[src/rtl/tmp_decim.sv]
// tmp_decim: decimator for the temperature-sensor comparator stream.
// It drops DISCARD start-up decisions, then counts the ones over
// 2^OSR_LOG2 decisions. The count is presented on a valid/ready output.
// Single-shot and continuous modes are supported, as are abort and a
// sticky overrun flag.
module tmp_decim #(
  parameter int OSR_LOG2 = 8,
  parameter int DISCARD  = 4
) (
  input  logic              clk,
  input  logic              reset,
  input  logic              start,
  input  logic              abort,
  input  logic              cont,
  input  logic              sample_en,
  input  logic              sample_bit,
  output logic [OSR_LOG2:0] dout,
  output logic              out_valid,
  input  logic              out_ready,
  output logic              busy,
  output logic              overrun
);

  localparam int CW = OSR_LOG2 + 1;
  // Sample count at which the current strobe completes the window.
  localparam logic [CW-1:0] LAST      = CW'((1 << OSR_LOG2) - 1);
  localparam logic [3:0]    DISC_INIT = 4'(DISCARD);

  typedef enum logic [1:0] {
    S_IDLE   = 2'd0,
    S_SETTLE = 2'd1,
    S_ACCUM  = 2'd2,
    S_DONE   = 2'd3
  } state_t;

  state_t          state_q, state_d;
  logic [3:0]      disc_q, disc_d;
  logic [CW-1:0]   cnt_q, cnt_d;
  logic [CW-1:0]   ones_q, ones_d;
  logic [CW-1:0]   dout_q, dout_d;
  logic            vld_q, vld_d;
  logic            ovr_q, ovr_d;
  logic [CW-1:0]   bit_ext;

  assign bit_ext   = {{OSR_LOG2{1'b0}}, sample_bit};
  assign dout      = dout_q;
  assign out_valid = vld_q;
  assign overrun   = ovr_q;
  assign busy      = (state_q == S_SETTLE) || (state_q == S_ACCUM);

  // State and datapath registers, all cleared by the asynchronous reset.
  always_ff @(posedge clk or posedge reset) begin
    if (reset) begin
      state_q <= S_IDLE;
      disc_q  <= '0;
      cnt_q   <= '0;
      ones_q  <= '0;
      dout_q  <= '0;
      vld_q   <= 1'b0;
      ovr_q   <= 1'b0;
    end else begin
      state_q <= state_d;
      disc_q  <= disc_d;
      cnt_q   <= cnt_d;
      ones_q  <= ones_d;
      dout_q  <= dout_d;
      vld_q   <= vld_d;
      ovr_q   <= ovr_d;
    end
  end

  // Next-state logic.
  // The accept clears valid first, so a result loading on the same edge
  // still wins. Abort overrides everything except the output registers.
  always_comb begin
    state_d = state_q;
    disc_d  = disc_q;
    cnt_d   = cnt_q;
    ones_d  = ones_q;
    dout_d  = dout_q;
    vld_d   = vld_q;
    ovr_d   = ovr_q;

    if (vld_q && out_ready) begin
      vld_d = 1'b0;
    end

    if (abort) begin
      state_d = S_IDLE;
      disc_d  = '0;
      cnt_d   = '0;
      ones_d  = '0;
    end else begin
      case (state_q)
        S_IDLE, S_DONE: begin
          if (start) begin
            cnt_d   = '0;
            ones_d  = '0;
            ovr_d   = 1'b0;
            disc_d  = DISC_INIT;
            state_d = (DISCARD == 0) ? S_ACCUM : S_SETTLE;
          end
        end
        S_SETTLE: begin
          if (sample_en) begin
            if (disc_q <= 4'd1) begin
              disc_d  = '0;
              state_d = S_ACCUM;
            end else begin
              disc_d = disc_q - 4'd1;
            end
          end
        end
        S_ACCUM: begin
          if (sample_en) begin
            if (cnt_q == LAST) begin
              dout_d = ones_q + bit_ext;
              vld_d  = 1'b1;
              if (vld_q && !out_ready) begin
                ovr_d = 1'b1;
              end
              cnt_d   = '0;
              ones_d  = '0;
              state_d = cont ? S_ACCUM : S_DONE;
            end else begin
              cnt_d  = cnt_q + 1'b1;
              ones_d = ones_q + bit_ext;
            end
          end
        end
        default: state_d = S_IDLE;
      endcase
    end
  end

endmodule

[config.mk]
export PLATFORM = sky130hd
export DESIGN_NAME = tmp_decim
export DESIGN_NICKNAME = d
export VERILOG_FILES = /design/src/rtl/tmp_decim.sv
export SDC_FILE = /design/constraint.sdc
export NUM_CORES = 1
export LEC_CHECK = 0
export ABC_AREA = 1
export CORE_MARGIN = 4
export CORE_UTILIZATION = 30
export DETAILED_ROUTE_END_ITERATION = 7
export GPL_TIMING_DRIVEN = 1
export PLACE_DENSITY = 0.46
export SETUP_SLACK_MARGIN = 0.02
export SYNTH_ARGS = -nofsm -noshare
export SYNTH_HDL_FRONTEND = slang
export SYNTH_SLANG_ARGS = --single-unit
[constraint.sdc]
create_clock -name clk -period 2.8 [get_ports clk]
set_input_delay 0.42 -clock clk [delete_from_list [all_inputs] [get_ports clk]]
set_output_delay 0.42 -clock clk [all_outputs]
set_load 0.01 [all_outputs]
# Word-level counts from Yosys, hierarchy flattened
# Cells that the tools add are included.
# word_totals
regBits	35
latchBits	0
ram_bits	0
mem_bits_ro	0
input_bits	8
out_inout_bits	12
wordCells	71
mem_count	0
# classes
addsub	3
mul	0
n_div	0
magnitude_cmp	1
eq_ne	13
shifts	0
mux	32
bitwise	1
reduce_logical	14
# op_table
operator	count
2-to-1 mux 9 bit	7
one-hot mux 9 bit (2 select lines)	2
2-to-1 mux 4 bit	4
2-to-1 mux 2 bit	6
2-to-1 mux 1 bit	10
adder 9 x 1 -> 9 bit	1
adder 9 x 1 -> 9 bit, second input constant	1
== test 9 x 8 -> 1 bit, second input constant	1
!= test 3 bit, second input constant	3
one-hot mux 4 bit (2 select lines)	1
!= test 3 x 2 -> 1 bit, second input constant	2
one-hot mux 2 bit (3 select lines)	1
AND reduction 3 bit	2
AND reduction 6 bit	1
nonzero test 3 bit	2
AND reduction 5 bit	1
== test 2 bit, second input constant	2
<= comparator 4 x 1 -> 1 bit, second input constant	1
!= test 2 x 1 -> 1 bit, second input constant	2
!= test 2 bit, second input constant	2
AND reduction 4 bit	1
subtractor 4 x 1 -> 4 bit, second input constant	1
== test 2 x 1 -> 1 bit, second input constant	1
logical AND 1 bit	2
7 further kinds	7

# Longest topological paths before layout
# Gate-level depths: netlist of the first run.
# logic_depth
word_depth	6
mapped_depth	10
mapped_depth_nobuf	10

# Worst setup path after synthesis of the first run
# No wires, ideal clock.
# synth_path
path_type	flip-flop to flip-flop
startpoint	reg state_q[0]
endpoint	reg cnt_q[2]
setup_ps	119
arrival_ps	1417
required_time_ps	2681
path_slack_ps	1264
stages_incl_launch_ff	10
n_path_buf	1
synth_period_minus_slack_ps	1536
cell_sequence	dfrtp_1 -> inv_1 -> ha_1 -> inv_1 -> nand2_1 -> nand3_1 -> nand2_2 -> buf_4 -> a21oi_1 -> nor2_1
# synth_between
elab_chain_len	4
elab_cells_between_ends	10
cone_classes	eq/ne: 4; mux: 2; reduce/logical: 4
# synth_rtl
element	line_no	text
start: declaration	36	state_t state_q, state_d;
start signal: assignment	62	state_q <= state_d;
== test 2 bit or zero test 2 bit (tied branches)	94	case (state_q)
OR reduction 2 bit	94	
!= test 3 bit (no line), or another cell as far along	n/a	
AND reduction 3 bit (no line) or 2-to-1 mux 9 bit (tied branches)	n/a	
end signal: assignment	64	cnt_q <= cnt_d;
end: declaration	38	logic [CW-1:0] cnt_q, cnt_d;
# Several ways; a longest one is shown, not always the timed one.
# A chain may end at the register's enable or synchronous reset.

# Final worst setup path of the first run
# layout_path
startpoint	reg state_q[0]
endpoint	out busy
# layout_between
elab_chain_len	2
elab_cells_between_ends	3
cone_classes	eq/ne: 2; reduce/logical: 1
# layout_rtl
element	line_no	text
== test 2 x 1 -> 1 bit or == test 2 bit (tied branches)	49	assign busy = (state_q == S_SETTLE) || (state_q == S_ACCUM);
logical OR 1 bit (*)	49	
end: declaration	20	output logic busy,
# Mark *: on every way between the ends. The rest lies on a longest branch, timed or not.

==> metrics.md, run 1 <==
| Metric | Value |
|---|---|
| Status | finished, final reports clean |
| First-pass GRT wire length | 7600 um |
| Later-pin clock latency in the skew report | 0.28 ns |
| Placeable Area | 6420 um^2 |
| FMAX | 468 MHz |
| Mux cell area share after synthesis | 0% |
| Final ANT Viol Nets | 0 |
| DRC errors left | 0 |
| CP Launch Type | flip-flop |
| Yosys cell types | 29 |
| Max_cap viols | 0 |
| Ant. Diodes | 0 |
| Worst r2r src | state_q[0] |
| Total Power | 1.39 mW |
| Critical path origin | state_q[0] |
| Unrepaired setup endpoints after global routing | false |
| Top cells by area, synth | dfrtp_1 44%, nand2_1 14%, inv_1 7.6%, nor2_1 5.4%, ha_1 5.0% |
| Tightest Pin Transition | 0.466 ns |
| Synth Cell Area | 2010 um^2 |
| Pins Over Slew Limit | 0 |
| Top-area cell type share of the netlist area | 43.5% |
| Critical path type | flip-flop to primary output |
| Yosys warns | 0 |
| Share of layout cells above drive strength 1 | 7.32% |
| Die area | 8090 um^2 |
| Dpl ws | 0.617 ns |
| Critical path fanouts, max | 4 |
| Seq/Total Area, Yosys | between 40% and 50% |
| Setup crit end | busy |
| Multi-input logic area | 938 um^2 |
| Nets | 304 |
| # setup viols final | 0 |
| R2r setup slk | ~0.97 ns |
| CTS root buf | clkbuf_8 |
| Crit. End Element | primary output |
| Total GRT Usage | 11.4% |
| Reg2reg path depth | 9 |
| Post-Synth Adder-Cell Area | 4.97% |
| Reg-to-Reg End | ones_q[4] |
| Routability cong. | 0.853 |
| Maximum VDD drop | 0.267 mV |
| Area Overhead vs Synth | 16.5% |
| Pwr Density | between 500 and 600 nW/um^2 |
| WL final | 4130 um |
| GRT overflow | 0 |
| Floorplan row count | 29 |
| Final hold violation count | 0 |
| Number of global-route vias before repair | 1653 |
| Slew headroom | 69.0% |
| First-pass DRT Iterations | 4 |
| Total CTS buffers | 5 |
| Core Util, Final | between 30% and 40% |
| Final HPWL DP | 3080 um |
| Post-Synth XOR/XNOR Area | ~1.3% |
| Detailed Route Iter0 Violations | 55 |
| Cells after Synth | about 270 |
| Initial Utilization | 31.3% |
| Simple-Gate Fraction of Synth Area | 31.9% |
| Worst setup margin | between 0.6 and 0.7 ns |
| Largest family of logic cells by synthesized area | simple AND/OR/NAND/NOR gates |
| Seq cells post-synth | 35 |
| Syn avg cell area | 7.60 um^2 |
| Number of clock sinks | 35 |
| Arrival @ worst endpoint | 1.71 ns |
| DR vias | 1644 |
| Leakage | 1.17 nW |
| Chip width | 89.9 um |
| Area leader, netlist | dfrtp_1 |
| Synth Area in Compound Gates | under 10% |
| # Post-CTS Setup Buffers | 0 |
| WL per Instance | 11.4 um |
| Ratio of final minimum period to clock period | 76.2% |
| Vias/cell | 4.52 |
| Initial antenna violation count | 0 |
| Critical Path RT | 2.38 ns |
| # IOs | 20 |
| Largest net degree at the start of global routing | 36 |
| Hold WC Path Type | flip-flop to flip-flop |
| Clock-pin slew on the worst setup and hold paths | 0.06 ns |
| Die height | 89.9 um |
| Cts repair resizes | 0 |
| Post-route non-filler standard cell count | between 300 and 400 |
| Register area | 876 um^2 |
| CTS Hold Buffers Added | 0 |
| Fin Setup TNS | 0 ns |
| H-tree depth | 2 |
| Buffers on Ports | 19 |
| # fillers | roughly 670 |
| CTS tree | done |
| Clock skew | 0.00593 ns |
| Placed insts | 358 |
| Clock Tree Buf Depth | 2 |
| Crit path time final | 2.13 ns |
| Syn Nets | around 280 |
registers in the layout, indices dropped and copies added, names as in the netlist:
name and count:
disc_q 4, out_valid 1, cnt_q 9, state_q 2, ones_q 9, overrun 1, dout 9
cells in the final DEF, fill, tap and decap left out, drive strengths merged:
master          n
nand2          78
inv            44
dfrtp          35
nor2           34
o21ai          20
clkdlybuf4s50  19
nand3          18
ha              8
nand4           6
a21oi           6
clkbuf          6
xor2            3
o22ai           2
nand3b          2
o21a            1
nor3            1
or2             1
a21boi          1
a211oi          1
buf             1
final cells by class:
class,count,area share [%]
multi-input combinational,182,40.0
sequential,35,37.3
timing repair buffer,20,8.43
inverter,44,7.04
tap,77,4.11
clock buffer,6,3.09
how the worst min path moves through the flow:
stage | cells after the start | startpoint | end | slack, ns
CTS | 2 | dout[0] | dout[0] | 0.50
detailed placement | 2 | dout[0] | dout[0] | 0.48
global route | 2 | dout[0] | dout[0] | 0.53
global placement | 2 | dout[0] | dout[0] | 0.48
floorplan | 2 | state_q[1] | state_q[1] | 0.47
finish | 2 | dout[0] | dout[0] | 0.49
cells by family (layout without fill, tap and decap cells):
kind of cell               Yosys count  in the layout
and+or+nand+nor                    140            140
buffers and inverters               48             70
DFF                                 35             35
AOI/OAI and AO/OA                   31             31
adders and majority gates            8              8
xor gates and xnor gates             3              3
where the power goes:
part	total, mW	switching (mW)	leakage (nW)	internal, mW
Sequential	0.572	0.0254	0.477	0.547
Combinational	0.483	0.313	0.659	0.170
Clock	0.335	0.169	0.0371	0.166
synthesized netlist by cell type:
master,number
o21ai_0,18
dfrtp_1,35
or2_2,1
nor3_1,1
ha_1,8
a21boi_0,1
nand2_1,74
nand3_4,1
buf_4,1
nor2_2,1
buf_6,2
a21oi_1,6
o21ai_1,1
nand2_4,1
nand3b_1,2
o22ai_1,2
inv_1,41
a211oi_1,1
nand3_1,17
nor2_8,1
o21a_1,1
o21ai_2,1
nor2_4,3
xor2_1,3
inv_2,3
nand4_1,6
nor2_1,29
nand2_2,3
clkbuf_1,1
per-stage QoR:
stage / cell area [um^2] / hold slack (ns)
CTS: 2350 / 0.497
global route: 2350 / 0.530
floorplan: 2010 / 0.467
detailed placement: 2270 / 0.482
finish: 2350 / 0.489
global placement: 2270 / 0.477
per-layer routing:
layer | vias up | global-route usage, % | wire length (um)
met5 | - | 0 | 0
li1 | 874 | - | -
met3 | 5 | 2.50 | 90
met2 | 17 | 17.7 | 1830
met1 | 748 | 15.6 | 2150
met4 | 0 | 4.21 | 53
worst max-delay path, stage by stage, from the launching register on:
cell,delay [ns]
dfrtp_1,0.37
inv_1,0.05
ha_1,0.33
inv_1,0.13
clkdlybuf4s50_1,0.55
Power figures use the tool's default switching activity.
==> inputs of run 2 (changes only) <==
PLACE_DENSITY = 0.48   (was 0.46)
clock period = 1.8 ns   (was 2.8 ns; I/O delays follow)
==> run 2 against run 1 <==
  * Clock skew down 0.0024 ns
  * Total power up 72%
  * Utilization up 2.4 points
  * Sequential power up 56%
  * Non-clock buffer count up 12
  * Combinational power up 80%
  * Cell area up 6.5%
  * Critical path type unchanged
  * Highest routed layer unchanged
==> metrics.md, run 2 (same netlist as run 1, synthesis figures left out) <==
| Metric | Value |
|---|---|
| First-pass DRT Iterations | 4 (unchanged) |
| Clock Tree Buf Depth | 2 (unchanged) |
| Initial Utilization | 31.3% (unchanged) |
| Most common cell after layout, fill and taps aside | nand2_1 (unchanged) |
| Maximum VDD drop | 0.478 mV (was 0.267 mV) |
| Total Power | 2.40 mW (was 1.39 mW) |
| Register area | 876 um^2 (unchanged) |
| CP delay by family, top | buffers and inverters (unchanged) |
| Leakage | 1.25 nW (was 1.17 nW) |
| Largest net degree at the start of global routing | 36 (unchanged) |
| Unrepaired setup endpoints after global routing | false (unchanged) |
| Number of clock sinks | 35 (unchanged) |
| CP Buf/Inv Count | 3 (unchanged) |
| Status | finished, final reports clean (unchanged) |
| Core Util, Final | 38.9% (was 36.5%) |
| Initial antenna violation count | 0 (unchanged) |
| Arrival @ worst endpoint | 1.37 ns (was 1.71 ns) |
| CP Launch Type | flip-flop (unchanged) |
| Tightest Pin Transition | 0.464 ns (was 0.466 ns) |
| Floorplan row count | 29 (unchanged) |
| Clock skew | 0.00350 ns (was 0.00593 ns) |
| R2r setup slk | 0.17 ns (was 0.97 ns) |
| CTS Hold Buffers Added | 0 (unchanged) |
| Crit path depth | 4 (unchanged) |
| DRC errors left | 0 (unchanged) |
| Most frequent cells in the layout | 74 x nand2_1, 40 x inv_1, 35 x dfrtp_1, 29 x nor2_1 (was 74 x nand2_1, 41 x inv_1, 35 x dfrtp_1, 29 x nor2_1, 19 x clkdlybuf4s50_1) |
| Number of global-route vias before repair | 1595 (was 1653) |
| Ratio of final minimum period to clock period | 91.3% |
| Crit path cell chain | inv_1 > ha_4 > inv_1 > dlygate4sd2_1 (was inv_1 > ha_1 > inv_1 > clkdlybuf4s50_1) |
| Reg2reg path depth | 8 (was 9) |
| Crit path time final | 1.64 ns |
| Setup crit end | busy (unchanged) |
| Ant. Diodes | 0 (unchanged) |
| Total GRT Usage | 11.2% (was 11.4%) |
| WL per Instance | 11.4 um (about the same) |
| Crit. End Element | primary output (unchanged) |
| Die height | 89.9 um (unchanged) |
| Routability cong. | 0.813 (was 0.853) |
| Later-pin clock latency in the skew report | 0.28 ns (about the same) |
| Placeable Area | 6420 um^2 (unchanged) |
| Clock-pin slew on the worst setup and hold paths | 0.07 ns (was 0.06 ns) |
| Post-DP Area | 2360 um^2 (was 2270 um^2) |
| # fillers | 652 (was 672) |
| First-pass GRT wire length | 7430 um (was 7600 um) |
| Max_cap viols | 0 (unchanged) |
| Nets | 317 (was 304) |
| Slew headroom | 69.1% (was 69.0%) |
| Pins Over Slew Limit | 0 (unchanged) |
| Crit-path max cell delay | 0.40 ns (was 0.55 ns) |
| WL final | 4310 um (was 4130 um) |
| Most used cell, CP | inv_1 (unchanged) |
| CTS tree | done (unchanged) |
| Buffers on Ports | 19 (unchanged) |
| Die area | 8090 um^2 (unchanged) |
| Hold WC Path Type | input pin to async pin (was flip-flop to flip-flop) |
| H-tree depth | 2 (unchanged) |
| Reg-to-Reg End | cnt_q[0] (was ones_q[4]) |
| Final hold violation count | 0 (unchanged) |
| Worst r2r src | state_q[1] (was state_q[0]) |
| Critical path's slowest cell | dfrtp_1 (was clkdlybuf4s50_1) |
| Total CTS buffers | 5 (unchanged) |
| CTS root buf | clkbuf_8 (unchanged) |
| Final HPWL DP | 3150 um (was 3080 um) |
| Share of layout cells above drive strength 1 | 12.9% (was 7.32%) |
| Critical path fanouts, max | 4 (unchanged) |
| # setup viols final | 0 (unchanged) |
| Critical Path RT | 1.53 ns (was 2.38 ns) |
| Detailed Route Iter0 Violations | 78 (was 55) |
| FMAX | 609 MHz |
| Multi-input logic area | 961 um^2 (was 938 um^2) |
| Chip width | 89.9 um (unchanged) |
| Post-Layout Inst Area | 2500 um^2 (was 2350 um^2) |
| DR vias | 1675 (was 1644) |
| Critical path origin | state_q[0] (unchanged) |
| GRT overflow | 0 (unchanged) |
| Pwr Density | 960 nW/um^2 (was 593 nW/um^2) |
| Vias/cell | 4.42 (was 4.52) |
| # IOs | 20 (unchanged) |
| Final ANT Viol Nets | 0 (unchanged) |
| Area Overhead vs Synth | 24.1% (was 16.5%) |
| Critical path type | flip-flop to primary output (unchanged) |
run 2: power by group:
part           leakage, nW  internal [mW]  switching [mW]
clock               0.0515          0.350           0.285
sequential           0.477          0.850          0.0441
combinational        0.721          0.336           0.534
total                 1.25           1.54           0.863
run 2: cell type report:
class | instances | area share (%)
inverter | 44 | 6.76
timing repair inverter | 1 | 0.200
sequential | 35 | 35.1
clock buffer | 8 | 4.01
multi-input combinational | 182 | 38.5
timing repair buffer | 32 | 11.6
tap | 77 | 3.86
run 2: how the worst min path moves through the flow:
stage | start | endpoint | slack [ns]
after floorplan | out_ready | out_valid | 0.38
after global placement | dout[0] | dout[0] | 0.48
after detailed placement | dout[0] | dout[0] | 0.49
after CTS | reset | dout[0] | 0.42
after global routing | reset | dout[0] | 0.46
final | reset | dout[1] | 0.38
run 2: per-layer routing:
layer  vias up  GRT usage, %  wire, um
li1        896             -         -
met1       762          15.0      2270
met2        15          17.9      1900
met3         2          2.75       104
met4         0          3.83        40
met5         -             0         0
run 2: what timing repair did:
item / CTS / global route
setup endpoints to repair: 1 / 19
gates resized for setup: 1 / 5
pin swaps: 0 / 1
gates cloned: 0 / 1
buffers inserted: 0 / 1
endpoints found under the hold margin: 0 / 0
run 2: stage by stage:
stage                     TNS (ns)  instances  hold slack [ns]  setup WS [ns]
after detailed placement    -0.191        369            0.488        -0.0590
after floorplan                  0        265            0.377          0.264
after global placement      -0.119        369            0.478        -0.0471
after global routing             0        379            0.458         0.0277
after CTS                        0        377            0.415         0.0853
final                            0        379            0.384          0.157
run 2: worst reg2reg max path, cell delays in order (launching register included):
cell and delay (ns):
dfrtp_1 0.43, ha_4 0.30, inv_1 0.06, nand2_1 0.08
nand3_2 0.11, nand2_4 0.14, clkinvlp_2 0.22, nand2_1 0.11
o21ai_0 0.07
